===== src/rtl/pool_stream.sv =====
// pool_stream: streaming PxP non-overlapping pooling (average or max) over a raster pixel stream.
// Latency: the pooled pixel is registered 1 clock after the accept of its window's last pixel.
// Backpressure: in_ready drops while a result is held by out_ready=0; no input is ever dropped.
// Ports: clk/rst (synchronous, active-high); start/mode frame control; in_valid/in_ready/in_pixel
//        input stream; out_valid/out_ready/out_pixel pooled stream; busy/frame_done frame status.
module pool_stream #(
  parameter int DW    = 16,
  parameter int P     = 2,
  parameter int IMG_W = 28,
  parameter int IMG_H = 28
) (
  input  logic                 clk,
  input  logic                 rst,
  input  logic                 start,
  input  logic                 mode,
  input  logic                 in_valid,
  output logic                 in_ready,
  input  logic signed [DW-1:0] in_pixel,
  output logic                 out_valid,
  input  logic                 out_ready,
  output logic signed [DW-1:0] out_pixel,
  output logic                 busy,
  output logic                 frame_done
);

  localparam int LP = $clog2(P);
  localparam int AW = DW + 2 * LP;                 // headroom for a P*P sum
  localparam int NW = IMG_W / P;                   // windows per row band
  localparam int CW = (IMG_W > 1) ? $clog2(IMG_W) : 1;
  localparam int RW = (IMG_H > 1) ? $clog2(IMG_H) : 1;
  localparam int JW = (NW > 1) ? $clog2(NW) : 1;

  localparam logic [CW-1:0] COL_LAST = CW'(IMG_W - 1);
  localparam logic [RW-1:0] ROW_LAST = RW'(IMG_H - 1);

  localparam logic [1:0] S_IDLE  = 2'd0;
  localparam logic [1:0] S_RUN   = 2'd1;
  localparam logic [1:0] S_DRAIN = 2'd2;
  localparam logic [1:0] S_DONE  = 2'd3;

  // Elaboration-time parameter checks
  if (P < 2 || (P & (P - 1)) != 0) begin : g_chk_p
    $error("pool_stream: P must be a power of 2 and at least 2");
  end
  if (IMG_W < P || (IMG_W % P) != 0) begin : g_chk_w
    $error("pool_stream: IMG_W must be a non-zero multiple of P");
  end
  if (IMG_H < P || (IMG_H % P) != 0) begin : g_chk_h
    $error("pool_stream: IMG_H must be a non-zero multiple of P");
  end

  logic [1:0]          state;
  logic [RW-1:0]       row;
  logic [CW-1:0]       col;
  logic                mode_q;
  logic signed [AW-1:0] acc [NW];

  logic                accept;
  logic [JW-1:0]       j;
  logic [LP-1:0]       ri;
  logic [LP-1:0]       ci;
  logic                win_start;
  logic                win_close;
  logic                last_pix;
  logic signed [AW-1:0] x_ext;
  logic signed [AW-1:0] acc_cur;
  logic signed [AW-1:0] combined;
  logic signed [AW-1:0] avg_shift;
  logic signed [DW-1:0] pooled;

  // A new pixel may enter only when the output slot is free or is being emptied this cycle.
  assign in_ready   = (state == S_RUN) && (!out_valid || out_ready);
  assign accept     = in_valid && in_ready;
  assign busy       = (state == S_RUN) || (state == S_DRAIN);
  assign frame_done = (state == S_DONE);

  assign j         = JW'(col >> LP);
  assign ri        = row[LP-1:0];
  assign ci        = col[LP-1:0];
  assign win_start = (ri == '0) && (ci == '0);
  assign win_close = (&ri) && (&ci);               // P-1 is all ones since P is a power of 2
  assign last_pix  = (row == ROW_LAST) && (col == COL_LAST);
  assign x_ext     = {{(AW-DW){in_pixel[DW-1]}}, in_pixel};
  assign acc_cur   = acc[j];

  // Fold the current pixel into its window's partial result; the same value both updates the
  // accumulator and, on a window close, feeds the output register.
  always_comb begin
    combined = x_ext;
    if (!win_start) begin
      if (mode_q) combined = (x_ext > acc_cur) ? x_ext : acc_cur;
      else        combined = acc_cur + x_ext;
    end
    avg_shift = combined >>> (2 * LP);             // floor division by P*P
    pooled    = mode_q ? DW'(combined) : DW'(avg_shift);
  end

  always_ff @(posedge clk) begin
    if (rst) begin
      state     <= S_IDLE;
      row       <= '0;
      col       <= '0;
      mode_q    <= 1'b0;
      out_valid <= 1'b0;
      out_pixel <= '0;
    end else begin
      case (state)
        S_IDLE: begin
          if (start) begin
            state  <= S_RUN;
            mode_q <= mode;
            row    <= '0;
            col    <= '0;
          end
        end
        S_RUN:   if (accept && last_pix) state <= S_DRAIN;
        S_DRAIN: if (out_valid && out_ready) state <= S_DONE;
        S_DONE:  state <= S_IDLE;
        default: state <= S_IDLE;
      endcase

      if (accept) begin
        if (col == COL_LAST) begin
          col <= '0;
          row <= (row == ROW_LAST) ? '0 : row + 1'b1;
        end else begin
          col <= col + 1'b1;
        end
      end

      // A load takes priority over the clear so back-to-back results stream without a bubble.
      if (accept && win_close) begin
        out_pixel <= pooled;
        out_valid <= 1'b1;
      end else if (out_valid && out_ready) begin
        out_valid <= 1'b0;
      end
    end
  end

  // Partial results are always overwritten at a window start, so they carry no reset.
  always_ff @(posedge clk) begin
    if (accept) acc[j] <= combined;
  end

endmodule


===== config.mk =====
export PLATFORM = sky130hd
export DESIGN_NAME = pool_stream
export DESIGN_NICKNAME = d
export VERILOG_FILES = /design/src/rtl/pool_stream.sv
export SDC_FILE = /design/constraint.sdc
export NUM_CORES = 1
export LEC_CHECK = 0
export BUFFER_PORTS_ARGS = -buffer_cell sky130_fd_sc_hd__buf_2
export CAP_MARGIN = 20
export CORE_MARGIN = 2
export CORE_UTILIZATION = 40
export CTS_CLUSTER_DIAMETER = 120
export DETAILED_ROUTE_END_ITERATION = 16
export GPL_TIMING_DRIVEN = 1
export PLACE_DENSITY_LB_ADDON = 0.2
export SETUP_SLACK_MARGIN = 0.15
export SLEW_MARGIN = 20
export SYNTH_ARGS = -nofsm -noshare
export SYNTH_HDL_FRONTEND = slang
export SYNTH_SLANG_ARGS = --single-unit

===== constraint.sdc =====
create_clock -name clk -period 4.8 [get_ports clk]
set_clock_uncertainty 0.05 [all_clocks]
set_input_delay 0.48 -clock clk [delete_from_list [all_inputs] [get_ports clk]]
set_output_delay 0.48 -clock clk [all_outputs]
set_load 0.02 [all_outputs]

==> impl_metrics.csv <==
group,metric,value,unit
status,status,"finished clean",
synthesis,yosysWarnings,0,
cells_and_area,area_growth,17.0,%
floorplan,num_rows,66,
synthesis,syn-instance-count,929,
global_routing,grt_use_total,19.9,%
cts,clk_pin_slew,70,ps
placement,io_buffers,41,
synthesis,synth-seq-area-share,61.7,%
setup_path,r2r_cells,13,
min_path,min_to,"mode_q",
synthesis,synth-edff-count,252,
floorplan,io_pins,42,
sta,fmaxAchievable,222,MHz
cells_and_area,diodes,0,
power_and_ir_drop,max-vdd-ir-drop,0.000249,V
synthesis,syn_area,0.0134,mm2
sta,tightest_slew,905,ps
cts,cts_htree_levels,1,
setup_path,path_class,"flop to flop",
floorplan,die_w,187,um
routing,drt_pre_antenna_iters,5,
sta,setup_viol,0,
global_routing,overflow,0,
placement,finalWeightedCongestion,0.927,
setup_path,critPathMaxStageDelay,550,ps
setup_path,critical_path_required,5000,ps
setup_path,worstPathArrival,4700,ps
cts,cts_max_path_buffers,3,
cts,clock-root-buffer,"clkbuf_16",
synthesis,yosysTopAreaCellShare,56.6,%
global_routing,grt_pass1_wl,52100,um
sta,hold_viol_final,0,
routing,wl_per_cell,23.5,um
sta,slew_violations,0,
sta,slew_headroom,39.4,%
setup_path,r2r-end,"acc[4][14]",
floorplan,fp.dieH,187,um
routing,drc,0,
cells_and_area,drive_gt1_share,25.5,%
min_path,min_path_cells,3,
setup_path,cp-start-kind,"flop",
cells_and_area,layout.cells.most_common,"edfxtp_1",
sta,period_needed,4500,ps
placement,hpwlAfterDp,22300,um
cts,cts_tree,"built",
synthesis,ys_ff_latch,286,
synthesis,synth-main-ff-cell,"edfxtp_1",
routing,wl,35000,um
cells_and_area,post-route-util,47.8,%
sta,min_period_over_period,93.8,%
min_path,hp-start,"mode",
flow_run,cap_viol_max_count,0,
synthesis,synthArstFlopShare,0,%
global_routing,grt_pass1_vias,8093,
setup_path,rrSetupSlack,300,ps
setup_path,critical_path.max_fanout,23,
synthesis,ys_types,76,
setup_path,end_kind,"flop",
cells_and_area,final_cell_mix,"edfxtp_1, buf_4, nor2_1",
cells_and_area,final_net_count,1095,
sta,setup-tns-final,0,ps
synthesis,synth.avg_cell_area,14.4,um2
synthesis,synth_area_leaders,"edfxtp_1, mux4_2, dfxtp_1",
floorplan,start_util,40.9,%
min_path,worstHoldPathType,"input port to flop",
cts,clock_sinks,286,
cts,cts_buffers,30,
cts,clock_latency,550,ps
setup_path,slowest_stage,"mux4_2",
synthesis,synthesis.nets,1001,
floorplan,core_area,0.0327,mm2
routing,vias_per_cell,5.65,
routing,num_vias,8410,
routing,route.antenna.remaining_nets,0,
sta,rsz0062_at_grt,"yes",
setup_path,crit_chain,"buf_12 > buf_4 > mux2_2 > mux4_2 > ha_1 > fa_1 > nor2b_1 > o2111ai_1 > a31oi_2 > a211oi_1 > nor4_1 > nand2b_1 > a221o_2",
global_routing,antenna_found_initial,0,
cells_and_area,nFillCells,2846,
floorplan,fp.dieArea,0.0349,mm2
global_routing,grt_max_degree,45,
power_and_ir_drop,p_leak,5.22,nW
synthesis,yosys.area.top_type,"edfxtp_1",
routing,drt-initial-drc-count,712,
sta,whs,178,ps
power_and_ir_drop,power.density,415,mW/mm2
cell usage after synthesis (all sizes together), types with 4 or more instances:
library cell / instances
mux2: 4
a211oi: 20
inv: 39
nor3: 22
nor2: 69
a21o: 4
nor3b: 8
ha: 49
buf: 21
o21a: 11
or3: 6
nand4: 7
nor4: 6
xnor2: 8
o22ai: 8
dfxtp: 34
mux4: 56
o211ai: 14
and2: 4
a311oi: 4
o21ai: 39
a31oi: 7
o31ai: 5
nand2: 26
nand2b: 7
a21oi: 58
nand3: 23
clkbuf: 28
nor2b: 8
edfxtp: 252
mux2i: 35
cell type report:
| type | instances | area (um2) | share of cell area (%) |
|---|---|---|---|
| inverters | 39 | 146 | 0.937 |
| clock buffers | 37 | 798 | 5.11 |
| repair buffers | 111 | 831 | 5.32 |
| flip-flops and latches | 286 | 8250 | 52.8 |
| clock inverters | 19 | 208 | 1.33 |
| well taps | 442 | 553 | 3.54 |
| multi-input cells | 555 | 4840 | 30.9 |
registers in the layout, summed over array words and instances, names as in the netlist, named ones only:
| name | count |
|---|---|
| row | 5 |
| state | 2 |
| col | 5 |
| out_pixel | 16 |
| mode_q | 1 |
| acc | 252 |
| out_valid | 1 |
layer usage:
| layer | wire length (um) | vias up | global-route usage (%) |
|---|---|---|---|
| met2 | 16700 | 252 | 32.4 |
| met3 | 1970 | 44 | 2.90 |
| met1 | 15600 | 4266 | 28.4 |
| met5 | 0 | - | 0 |
| li1 | - | 3848 | - |
| met4 | 612 | 0 | 4.18 |
worst max-delay path by stage:
stage,from,to,slack (ps),cells past startpoint
final,flop,acc[4][14],300,13
after CTS,flop,acc[3][17],180,16
after floorplan,flop,acc[0][17],360,16
after detailed placement,flop,acc[3][16],70,13
after global routing,flop,acc[10][14],50,14
after global placement,flop,acc[0][16],130,13
where the power goes:
group / internal (mW) / switching [mW] / total (mW)
sequential: 2.88 / 0.0239 / 2.91
clock: 1.40 / 0.943 / 2.34
combinational: 0.441 / 0.802 / 1.24
total: 4.72 / 1.77 / 6.49
cell families after synthesis:
group | share of synthesized area [%]
and+or+nand+nor | 7.35
DFF | 61.7
buffers and inverters | 3.05
xor gates and xnor gates | 0.656
adders and majority gates | 4.74
AOI/OAI and AO/OA | 10.1
muxes | 12.4
through the flow:
| stage | total power [mW] | std cells | area [um2] | worst slack (ps) |
|---|---|---|---|---|
| after global placement | 4.16 | 1432 | 14500 | 131 |
| after CTS | 6.51 | 1488 | 15500 | 176 |
| after global routing | 6.76 | 1489 | 15600 | 49.0 |
| final | 6.49 | 1489 | 15600 | 300 |
| after detailed placement | 4.16 | 1432 | 14500 | 74.6 |
| after floorplan | 3.72 | 929 | 13400 | 356 |
repair_timing:
action	in CTS	in global routing
endpoints found under the setup margin	42	178
resized for setup	3	16
pin swaps	0	2
buffers inserted	0	1
hold buffers	0	0
critical path, delay by kind of cell (launching register included):
kind	cells	cell delay, ps
AOI/OAI and AO/OA	4	1240
muxes	2	900
adders and majority gates	2	650
and+or+nand+nor	3	480
DFF	1	450
buffers and inverters	2	430
Note: power is estimated with default switching activity, not from simulation.
